## config.mk

```make
export PLATFORM = sky130hd
export DESIGN_NAME = sseg_scan_controller_flat
export DESIGN_NICKNAME = d
export VERILOG_FILES = /design/src/rtl/sseg_scan_controller_if.sv /design/src/rtl/sseg_scan_controller.sv /design/src/flat_wrapper.sv
export SDC_FILE = /design/constraint.sdc
export NUM_CORES = 1
export LEC_CHECK = 0
export CORE_ASPECT_RATIO = 1.25
export CORE_UTILIZATION = 56
export CTS_CLUSTER_SIZE = 16
export DETAILED_ROUTE_END_ITERATION = 10
export GPL_TIMING_DRIVEN = 0
export PLACE_DENSITY_LB_ADDON = 0.05
export SYNTH_ARGS = -nofsm -noshare
export SYNTH_HDL_FRONTEND = slang
export SYNTH_SLANG_ARGS = --single-unit
```

## constraint.sdc

```tcl
create_clock -name clk -period 3.43 [get_ports clk]
set_input_delay 0.686 -clock clk [delete_from_list [all_inputs] [get_ports clk]]
set_output_delay 0.686 -clock clk [all_outputs]
set_load 0.02 [all_outputs]
```

## src/rtl/sseg_scan_controller_if.sv

```systemverilog
// Load handshake between the display-value producer and the scan controller.
interface sseg_scan_controller_if;
    logic        load_valid;
    logic        load_ready;
    logic [15:0] load_value;
    logic [3:0]  load_dp;

    modport master (output load_valid, output load_value, output load_dp, input load_ready);
    modport slave  (input load_valid, input load_value, input load_dp, output load_ready);
endinterface

```

## src/rtl/sseg_scan_controller.sv

```systemverilog
// 4-digit common-anode 7-segment scan controller: prescaled digit scan, inter-digit
// blanking, enable mask, leading-zero blanking, frame-synchronous double-buffered load.
module sseg_scan_controller #(
    parameter int unsigned PRESCALE     = 100000,
    parameter int unsigned BLANK_CYCLES = 1000
) (
    input  logic                    clk,
    input  logic                    rst_n,
    sseg_scan_controller_if.slave   ld,
    input  logic [3:0]              digit_en,
    input  logic                    lz_blank,
    output logic [1:0]              refreshcounter,
    output logic [3:0]              anode,
    output logic [3:0]              nibble,
    output logic                    dp_n,
    output logic                    frame_done
);

    localparam int unsigned CW = $clog2(PRESCALE);

    localparam logic [1:0] S_OFF   = 2'd0;
    localparam logic [1:0] S_BLANK = 2'd1;
    localparam logic [1:0] S_DRIVE = 2'd2;

    logic [CW-1:0] cnt, cnt_nxt;
    logic [1:0]    rc_nxt;
    logic [1:0]    state, state_nxt;
    logic [15:0]   pending, active, active_nxt;
    logic [3:0]    pending_dp, active_dp, active_dp_nxt;
    logic          pending_full, pending_full_nxt;
    logic          wrap, boundary, swap, accept;
    logic          lzero, supp;
    logic [3:0]    anode_nxt, nibble_nxt;
    logic          dp_n_nxt;

    assign ld.load_ready = ~pending_full;

    // Outputs are registered from next-cycle values so they line up with the registered
    // refreshcounter/cnt.
    always_comb begin
        wrap             = (cnt == CW'(PRESCALE - 1));
        boundary         = wrap && (refreshcounter == 2'd3);
        swap             = boundary && pending_full;
        accept           = ld.load_valid && !pending_full;
        cnt_nxt          = wrap ? '0 : cnt + 1'b1;
        rc_nxt           = wrap ? refreshcounter + 2'd1 : refreshcounter;
        active_nxt       = swap ? pending : active;
        active_dp_nxt    = swap ? pending_dp : active_dp;
        pending_full_nxt = accept || (pending_full && !swap);

        state_nxt = state;
        if (state == S_OFF) begin
            if (swap) state_nxt = S_BLANK;
        end else if (cnt_nxt == '0) begin
            state_nxt = S_BLANK;
        end else if (cnt_nxt == CW'(BLANK_CYCLES)) begin
            state_nxt = S_DRIVE;
        end

        lzero = 1'b0;
        case (rc_nxt)
            2'd1:    lzero = (active_nxt[15:4] == '0);
            2'd2:    lzero = (active_nxt[15:8] == '0);
            2'd3:    lzero = (active_nxt[15:12] == '0);
            default: lzero = 1'b0;
        endcase
        supp = !digit_en[rc_nxt] || (lz_blank && lzero);

        nibble_nxt = active_nxt[{rc_nxt, 2'b00} +: 4];
        anode_nxt  = '1;
        dp_n_nxt   = 1'b1;
        if (state_nxt == S_DRIVE && !supp) begin
            anode_nxt          = '1;
            anode_nxt[rc_nxt]  = 1'b0;
            dp_n_nxt           = ~active_dp_nxt[rc_nxt];
        end
    end

    always_ff @(posedge clk or negedge rst_n) begin
        if (!rst_n) begin
            cnt            <= '0;
            refreshcounter <= '0;
            state          <= S_OFF;
            pending        <= '0;
            pending_dp     <= '0;
            pending_full   <= 1'b0;
            active         <= '0;
            active_dp      <= '0;
            anode          <= '1;
            nibble         <= '0;
            dp_n           <= 1'b1;
            frame_done     <= 1'b0;
        end else begin
            cnt            <= cnt_nxt;
            refreshcounter <= rc_nxt;
            state          <= state_nxt;
            pending_full   <= pending_full_nxt;
            active         <= active_nxt;
            active_dp      <= active_dp_nxt;
            anode          <= anode_nxt;
            nibble         <= nibble_nxt;
            dp_n           <= dp_n_nxt;
            frame_done     <= swap;
            if (accept) begin
                pending    <= ld.load_value;
                pending_dp <= ld.load_dp;
            end
        end
    end

endmodule

```

## src/flat_wrapper.sv

```systemverilog
// flat-port wrapper written by rule: the top's interface ports become plain ports
module sseg_scan_controller_flat 
#(
    parameter int unsigned PRESCALE     = 100000,
    parameter int unsigned BLANK_CYCLES = 1000
)
  (clk, rst_n, digit_en, lz_blank, refreshcounter, anode, nibble, dp_n, frame_done, ld_load_valid, ld_load_value, ld_load_dp, ld_load_ready);
  sseg_scan_controller_if ld_i ();
  input  logic clk;
  input  logic rst_n;
  input  logic [3:0] digit_en;
  input  logic lz_blank;
  output logic [1:0] refreshcounter;
  output logic [3:0] anode;
  output logic [3:0] nibble;
  output logic dp_n;
  output logic frame_done;
  input wire logic [$bits(ld_i.load_valid)-1:0] ld_load_valid;
  input wire logic [$bits(ld_i.load_value)-1:0] ld_load_value;
  input wire logic [$bits(ld_i.load_dp)-1:0] ld_load_dp;
  output wire logic [$bits(ld_i.load_ready)-1:0] ld_load_ready;
  assign ld_i.load_valid = ld_load_valid;
  assign ld_i.load_value = ld_load_value;
  assign ld_i.load_dp = ld_load_dp;
  assign ld_load_ready = ld_i.load_ready;
  sseg_scan_controller #(.PRESCALE(PRESCALE), .BLANK_CYCLES(BLANK_CYCLES)) u_core (.clk(clk), .rst_n(rst_n), .ld(ld_i), .digit_en(digit_en), .lz_blank(lz_blank), .refreshcounter(refreshcounter), .anode(anode), .nibble(nibble), .dp_n(dp_n), .frame_done(frame_done));
endmodule
```

# Word level (Yosys, flattened, before mapping)
# Index checks and enable logic that the tools add are counted.
# word_totals
input_bits,28
ram_bits,0
register_bits,72
memories,0
out_inout_bits,13
rom_bits,0
word_cells,62
latch_bits,0
# classes
bitwise_logic,3
muxes,17
multipliers,0
n_eq_ne,7
addsub,2
shifts,1
order_cmp,2
div,0
reduce_logical,18
# op_table
operator,n
$add A17 B1 Y17 const B,1
$eq A17 B10 Y1 const B,1
$eq A17 B17 Y1 const B,1
$logic_not A17 Y1,1
$mux W17,1
$mux W16,1
$shiftx A16 B5 Y4,1
$logic_not A12 Y1,1
$mux W2,5
$eq A2 B2 Y1 const B,4
$logic_not A8 Y1,1
$mux W4,2
$logic_and A1 B1 Y1,7
$bmux W1 S2,2
$logic_not A1 Y1,4
$logic_not A4 Y1,1
$mux W1,4
$not A4 Y4,1
$lt A2 B3 Y1 const B,1
$pmux W1 S3,1
$add A2 B1 Y2 const B,1
$demux W1 S2,1
$eq A2 B1 Y1 const B,1
$ge A2 B1 Y1 const B,1
other kinds (3),5

# Depth between registers and ports, before layout
# Gate-level depths: netlist (run 1).
# logic_depth
ltp_word,11
mapped_depth,10
mapped_depth_nobuf,9

# Least setup slack after synthesis (run 1)
# Ideal clock, no wire load.
# synth_path
path_type,register -> register
startpoint,register u_core.cnt[5]
endpoint,register u_core.dp_n
arrival_ns,2.710
setup_ns,0.095
stages_incl_launch_ff,11
synth_period_minus_slack_ns,2.805
path_buffers,2
required_time_ns,3.335
slack_ns,0.625
cell_sequence,dfrtp_1 buf_6 or3_1 or4_1 buf_6 nor2_8 mux2i_2 inv_2 a221o_1 a21oi_2 nand4_1
# synth_between
word_cells_on_any_way,33
classes_between,add/sub: 1; eq/ne: 6; mux: 14; bitwise: 1; reduce/logical: 11
# synth_lines
item,line_no,source
from (decl),sseg_scan_controller.sv:25,"logic [CW-1:0] cnt, cnt_nxt;"
from (signal assigned),sseg_scan_controller.sv:94,cnt <= cnt_nxt;
$eq A17 B17 Y1 *,sseg_scan_controller.sv:41,wrap = (cnt == CW'(PRESCALE - 1));
$mux W2 *,sseg_scan_controller.sv:46,rc_nxt = wrap ? refreshcounter + 2'd1 : refreshcounter;
via u_core.rc_nxt[1],sseg_scan_controller.sv:26,logic [1:0] rc_nxt;
"$eq A2 B2 Y1, or another cell as far along",sseg_scan_controller.sv:61,case (rc_nxt)
$pmux W1 S3 / $mux W1 (equally long branches),"sseg_scan_controller.sv:61, sseg_scan_controller.sv:67",
$logic_and A1 B1 Y1 / $logic_not A1 Y1 (equally long branches),sseg_scan_controller.sv:67,supp = !digit_en[rc_nxt] || (lz_blank && lzero);
$logic_or A1 B1 Y1,sseg_scan_controller.sv:67,
$logic_not A1 Y1,sseg_scan_controller.sv:72,if (state_nxt == S_DRIVE && !supp) begin
$logic_and A1 B1 Y1,sseg_scan_controller.sv:72,
$mux W1 *,sseg_scan_controller.sv:72,
via u_core.dp_n_nxt,sseg_scan_controller.sv:34,logic dp_n_nxt;
to (signal assigned),sseg_scan_controller.sv:102,dp_n <= dp_n_nxt;
to (decl),sseg_scan_controller.sv:15,"output logic dp_n,"
# The timed path passes the listed nets; every way through them passes the cells marked *. The select of a mux whose other input is x is not followed.
# A chain may end at the register's enable or synchronous reset.

# Worst setup path after layout (run 1)
# layout_path
startpoint,register u_core.cnt[4]
endpoint,register u_core.dp_n
# Same word-level chain as after synthesis.

==> results of run 1 <==
## report_power, final
part / internal, mW / switching, mW / total [mW] / leakage, nW
Sequential: 0.876 / 0.0188 / 0.895 / 0.938
Clock: 0.448 / 0.312 / 0.759 / 0.119
Combinational: 0.0510 / 0.0311 / 0.0820 / 0.844
## cells in the final DEF (no fill, tap or decap), types with 6 or more instances in the layout
cell,synthesis,layout
dfrtp_1,67,67
mux2_2,45,45
clkdlybuf4s50_1,0,39
nor2_1,27,27
nand3_1,16,16
xnor2_1,13,13
nand2_1,12,12
clkbuf_8,0,11
nand4_1,8,8
a211oi_1,8,8
buf_2,6,6
nor4_1,6,6
nor3_1,6,6
mux2i_1,6,6
## worst min path at each step
| stage | start | endpoint | slack, ns | cells after the start |
|---|---|---|---|---|
| 6_report | rst_n | u_core.cnt[12]$_DFF_PN0_ | 0.44 | 1 |
| 5_1_grt | u_core.active[0]$_DFF_PN0_ | u_core.active[0]$_DFF_PN0_ | 0.52 | 1 |
| 4_1_cts | rst_n | u_core.cnt[12]$_DFF_PN0_ | 0.50 | 1 |
| 3_5_place_dp | u_core.active[0]$_DFF_PN0_ | u_core.active[0]$_DFF_PN0_ | 0.49 | 1 |
| 3_3_place_gp | u_core.active[0]$_DFF_PN0_ | u_core.active[0]$_DFF_PN0_ | 0.48 | 1 |
| 2_1_floorplan | rst_n | u_core.active[0]$_DFF_PN0_ | 0.39 | 0 |
## cell families after synthesis
| logic type | synth area share (%) |
|---|---|
| flip-flops | 50.3 |
| AO/OA/AOI/OAI | 7.24 |
| adder cells (fa/ha/maj) | 0.696 |
| AND/OR/NAND/NOR | 17.5 |
| XOR/XNOR | 4.38 |
| multiplexers | 17.4 |
| buffers and inverters | 2.54 |
## registers in the layout (all words and copies together) (netlist names)
register and count:
u_core.cnt 17, u_core.pending_full 1, u_core.anode 4, u_core.nibble 4, u_core.active_dp 4, u_core.pending_dp 4
u_core.refreshcounter 2, u_core.pending 16, u_core.state 2, u_core.frame_done 1, u_core.dp_n 1, u_core.active 16
## per-layer routing
metal / wire length (µm) / vias up
li1: - / 1228
met5: 0 / -
met3: 235 / 16
met1: 3020 / 1273
met4: 203 / 0
met2: 3780 / 58
## worst reg2reg max path, stage by stage (launching register included)
cell	delay, ns
dfrtp_1	0.33
clkbuf_1	0.40
nand2_1	0.14
or4_1	0.51
buf_6	0.16
nor2_8	0.15
mux2i_4	0.41
inv_2	0.15
a221o_1	0.37
a21oi_2	0.19
nand4_1	0.13
## layout make-up
class	instances	share of cell area (%)
flip-flops and latches	72	41.7
multi-input cells	217	39.3
repair buffers	40	9.17
clock buffers	11	3.49
well taps	85	2.45
clock inverters	5	1.82
plain buffers	14	1.76
inverters	4	0.346
## stage by stage
step	std cells	utilization (%)
finish	448	69.9
global route	448	69.9
CTS	448	69.8
detailed placement	432	66.1
global placement	432	66.1
floorplan	307	-
## what timing repair did
action                                  CTS  global route
endpoints found under the setup margin    0             3
endpoints found under the hold margin     0             0
gates resized for setup                   0             1
==> results by group, run 1 <==
Run status
  – Status: finished clean

Worst setup path
  – Critical Path Start: u_core.cnt[4]$_DFF_PN0_
  – Delay-heaviest family, CP: simple AND/OR/NAND/NOR gates
  – Reg2reg end: u_core.dp_n$_DFF_PN1_
  – Register-to-register setup slack: 0.42 ns
  – Startpoint types: flop
  – Crit end category: flop
  – CP Capture Point: u_core.dp_n$_DFF_PN1_
  – Reg-to-reg startpoint: u_core.cnt[4]$_DFF_PN0_
  – CP bufs+invs: 3
  – Critical path depth: 10
  – Critical path's slowest cell: or4_1
  – Critical Path AT: 3.27 ns
  – CP Cell Sequence: clkbuf_1, nand2_1, or4_1, buf_6, nor2_8, mux2i_4, inv_2, a221o_1, a21oi_2, nand4_1
  – Largest fanout on the critical path: 10
  – CP Class: flop to flop
  – R2R cell count: 10
  – Req. time, crit path: 3.69 ns
  – Slowest stage delay, CP: 0.51 ns

Cells and area
  – Share of cells above drive strength 1: 25.6%
  – P&R area growth vs syn: 20.7%
  – Fillers: 476
  – Sequential cell area: 1810 µm²
  – Final nets: 388
  – Footprint of the multi-input gates: 1710 µm²
  – Fin area: 4340 µm²
  – N_diodes: 0

Floorplan
  – Row cnt: 32
  – Chip width: 73.7 µm
  – Starting density of the core: 58.0%
  – DIE HEIGHT: 91.6 µm
  – Core area: 6210 µm²
  – Top Ports: 41
  – Die area: 6750 µm²

STA
  – Worst setup slack after layout: 0.416 ns
  – Setup violators final: 0
  – Pin slew with the least headroom to its limit: 0.880 ns
  – Minimum clock period: 3.01 ns
  – RSZ-0062 raised after global routing: no
  – Setup TNS: 0 ns
  – Final Hold Vio Count: 0
  – Slew HR: 41.3%
  – Final cycle utilization of the critical path: 87.9%
  – Setup Skew: 0.00785 ns
  – WHS: 0.445 ns
  – Highest Clock Rate: 332 MHz
  – Final max-slew violation count: 0

Synthesis
  – Seq/Total Area, Yosys: 50.3%
  – Gate count of the mapped netlist: 307
  – Synth unique cells: 54
  – Top_reg_cell synth: dfrtp_1
  – Top cells by area, synth: dfrtp_1, mux2_2, dfstp_2
  – Syn avg cell area: 11.7 µm²
  – Synthesized area: 3600 µm²
  – Synth top area share: 46.6%
  – Count leader, synth: dfrtp_1
  – Register bit total from synthesis: 72
  – EDFF count, synth: 0
  – Most instantiated cells after synthesis: dfrtp_1, mux2_2, nor2_1
  – Area leader, netlist: dfrtp_1
  – Synth warn: 0
  – Syn_nets: 337
  – Post-synth ARST share: 100%

Flow run
  – Max Cap Violations: 0

Clock tree
  – Longest Clk Path Bufs: 2
  – Worst-Skew Late Latency: 0.34 ns
  – CTS Hold Buffers Added: 0
  – CTS tree: built
  – CTS Buf Count: 9
  – Post-CTS Setup Inserts: 0
  – Clock transition at path regs: 0.08 ns
  – Sink Count: 72
  – # H-tree levels: 3
  – Clk root buf: clkbuf_8

Routing
  – Vias per cell: 5.75
  – Final wirelength: 7.23 mm
  – Initial DRC Count: 127
  – Drt first pass iters: 4
  – Vias post-DR: 2575
  – DRC viols: 0
  – Post-DRT Antenna Nets: 0
  – Routed len/inst: 16.1 µm

Pwr
  – Worst VDD drop: 312 µV
  – Design Power: 1.74 mW
  – Leak: 1.90 nW
  – PD cells: 400 nW/µm²

Hold path
  – Hold Path Class: primary input to asynchronous set/reset pin

GRT
  – Total global routing overflow: 0
  – Tot GR Track Use: 24.7%
  – Number of global-route vias before repair: 2702
  – First-pass GRT wire length: 12.6 mm
  – GR Util met1: 30.2%
  – Met3 GRT Util: 4.11%
  – GRT busiest layer: met2
  – Largest net degree at the start of global routing: 73
  – Initial antenna violation count: 0
  – Met2 Usage GRT: 41.7%

Place
  – HPWL after DPL: 5.19 mm
  – I/O Buffers: 40
  – GP Congestion: 0.910
  – Placed cell area: 4100 µm²
  – Dpl ws: 0.231 ns
Note: power is estimated with default switching activity, not from simulation.
==> inputs of run 2 (changes only) <==
--- a/config.mk
+++ b/config.mk
@@ -6,10 +6,12 @@
 export NUM_CORES = 1
 export LEC_CHECK = 0
 export CORE_ASPECT_RATIO = 1.25
-export CORE_UTILIZATION = 56
+export CORE_UTILIZATION = 58
+export CTS_BUF_LIST = sky130_fd_sc_hd__clkbuf_4 sky130_fd_sc_hd__clkbuf_8
 export CTS_CLUSTER_SIZE = 16
 export DETAILED_ROUTE_END_ITERATION = 10
 export GPL_TIMING_DRIVEN = 0
+export HOLD_SLACK_MARGIN = 0.1
 export PLACE_DENSITY_LB_ADDON = 0.05
 export SYNTH_ARGS = -nofsm -noshare
 export SYNTH_HDL_FRONTEND = slang
==> run 2 against run 1 <==
  * Global-route usage is 0.99 points higher
  * Die area down 3.4%
  * Combinational power is 0.7% higher
  * Fmax down 1.8%
  * Setup slack got worse by 0.055 ns
  * Utilization grew 3.6 points
  * Clock skew barely moved
  * Hold slack lost 0.0052 ns
  * Sequential power about the same
  * Sequential cell count stayed put
  * Cell area hardly changed
==> results by group, run 2 (synthesis gave the netlist of run 1 again) <==
Clock tree
  – CTS tree: built
  – # H-tree levels: 3
  – Longest Clk Path Bufs: 2
  – CTS resizes: 0
  – Post-CTS Setup Inserts: 0
  – Sink Count: 72
  – Worst-Skew Late Latency: 0.34 ns
  – CTS Hold Buffers Added: 0
  – Clock transition at path regs: 0.07 ns
  – CTS Buf Count: 9
  – Clk root buf: clkbuf_8

Routing
  – DRC viols: 0
  – Initial DRC Count: 94
  – Final wirelength: 7.44 mm
  – Routed len/inst: 16.7 µm
  – Post-DRT Antenna Nets: 0
  – Vias per cell: 5.75
  – Drt first pass iters: 4
  – Vias post-DR: 2560

Cells and area
  – Most common cell after layout, fill and taps aside: dfrtp_1
  – Final nets: 388
  – Share of cells above drive strength 1: 25.6%
  – Reg with most FFs: u_core.cnt
  – Post-Route Utilization: 73.6%
  – N_diodes: 0
  – Layout Cells excl Fill: 445
  – P&R area growth vs syn: 20.6%
  – Largest register FFs: 17
  – Most frequent cells in the layout: dfrtp_1, mux2_2, clkdlybuf4s50_1, nor2_1, nand3_1
  – Top flop regs: u_core.cnt x17, u_core.active x16, u_core.pending x16

GRT
  – Initial antenna violation count: 0
  – First-pass GRT wire length: 12.6 mm
  – Number of global-route vias before repair: 2644
  – Total global routing overflow: 0
  – Tot GR Track Use: 25.7%
  – Largest net degree at the start of global routing: 73

Worst setup path
  – Critical Path AT: 3.32 ns
  – Critical path's slowest cell: or4_1
  – Startpoint types: flop
  – Slowest stage delay, CP: 0.52 ns
  – Delay-heaviest family, CP: simple AND/OR/NAND/NOR gates
  – CP Class: flop to flop
  – Crit end category: flop
  – Register-to-register setup slack: 0.36 ns
  – R2R cell count: 10
  – Reg-to-reg startpoint: u_core.cnt[4]$_DFF_PN0_
  – Reg2reg end: u_core.dp_n$_DFF_PN1_
  – Req. time, crit path: 3.69 ns
  – CP bufs+invs: 3
  – Largest fanout on the critical path: 10
  – CP Cell Sequence: clkbuf_1, nand2_1, or4_1, buf_6, nor2_8, mux2i_4, inv_2, a221o_1, a21oi_2, nand4_1

Pwr
  – Int Pwr: 1.38 mW
  – Clk pwr share: 43.9%
  – NetSw: 0.368 mW
  – Sw frac: 21.1%
  – Worst VDD drop: 391 µV
  – Leak: 1.90 nW
  – Comb pwr share: 4.7%
  – PD cells: 402 nW/µm²
  – Reg power frac: 51.4%

Place
  – DP Cell Count: 429
  – HPWL after DPL: 5.33 mm
  – GP Congestion: 0.916
  – I/O Buffers: 40

Floorplan
  – DIE HEIGHT: 90.1 µm
  – Core area: 5900 µm²
  – Chip width: 72.4 µm
  – Die area: 6520 µm²
  – Starting density of the core: 61.0%
  – Row cnt: 31
  – Top Ports: 41

STA
  – Setup Skew: 0.00776 ns
  – Minimum clock period: 3.07 ns
  – Final cycle utilization of the critical path: 89.5%
  – Slew HR: 41.3%
  – Setup violators final: 0
  – Final max-slew violation count: 0
  – Highest Clock Rate: 326 MHz
  – Setup TNS: 0 ns
  – Pin slew with the least headroom to its limit: 0.880 ns
  – RSZ-0062 raised after global routing: no
  – Final Hold Vio Count: 0

Flow run
  – Max Cap Violations: 0

Run status
  – Status: finished clean

Hold path
  – Hold Path Class: primary input to asynchronous set/reset pin
==> run 2: cell counts in the layout (fill, tap and decap cells not counted) <==
Identical to the previous run, type by type.
==> run 2: worst max path at each step <==
stage	from	endpoint	slack (ns)	cells after the start
after floorplan	u_core.cnt[5]$_DFF_PN0_	u_core.dp_n$_DFF_PN1_	0.62	10
after global placement	rst_n	u_core.pending[1]$_DFFE_PN0P_	-0.73	1
after detailed placement	u_core.cnt[4]$_DFF_PN0_	u_core.dp_n$_DFF_PN1_	0.22	10
after CTS	u_core.cnt[4]$_DFF_PN0_	u_core.dp_n$_DFF_PN1_	0.18	10
after global routing	u_core.cnt[4]$_DFF_PN0_	u_core.anode[0]$_DFF_PN1_	0.12	10
final	u_core.cnt[4]$_DFF_PN0_	u_core.dp_n$_DFF_PN1_	0.36	10
==> run 2: power by group through the flow <==
stage,combinational [mW],sequential (mW),clock (mW)
after floorplan,0.0322,0.904,0
after global placement,0.0825,0.911,0
after detailed placement,0.0848,0.912,0
after CTS,0.0852,0.896,0.782
after global routing,0.0931,0.899,0.813
final,0.0826,0.896,0.765
==> run 2: stage by stage <==
| step | setup WS [ns] | power (mW) | hold WS, ns | cell area, µm² |
|---|---|---|---|---|
| floorplan | 0.625 | 0.936 | 0.390 | 3600 |
| global placement | -0.728 | 0.994 | 0.483 | 4100 |
| CTS | 0.182 | 1.76 | 0.488 | 4330 |
| detailed placement | 0.222 | 0.997 | 0.489 | 4100 |
| finish | 0.361 | 1.74 | 0.440 | 4340 |
| global route | 0.123 | 1.81 | 0.517 | 4340 |
==> run 2: cell type report <==
cell class              count  area [µm²]
plain buffers              14        76.3
flip-flops and latches     72        1810
inverters                   4        15.0
clock buffers              11         151
clock inverters             5        78.8
fillers                   436        1560
well taps                  82         103
repair buffers             40         398
multi-input cells         217        1710
==> run 2: worst reg2reg max path: cells and delay by family (launching register included) <==
kind / cells / cell delay [ns]
compound gates: 2 / 0.57
flops: 1 / 0.32
simple gates: 4 / 0.94
buf+inv: 3 / 0.73
mux: 1 / 0.41
==> run 2: layer usage <==
layer  share of wire (%)  wire length [µm]  track usage, %
met5                   0                 0               0
met4                 2.3               170            10.5
met3                 3.3               246            5.38
met2                  52              3910            43.3
met1                  42              3120            31.5
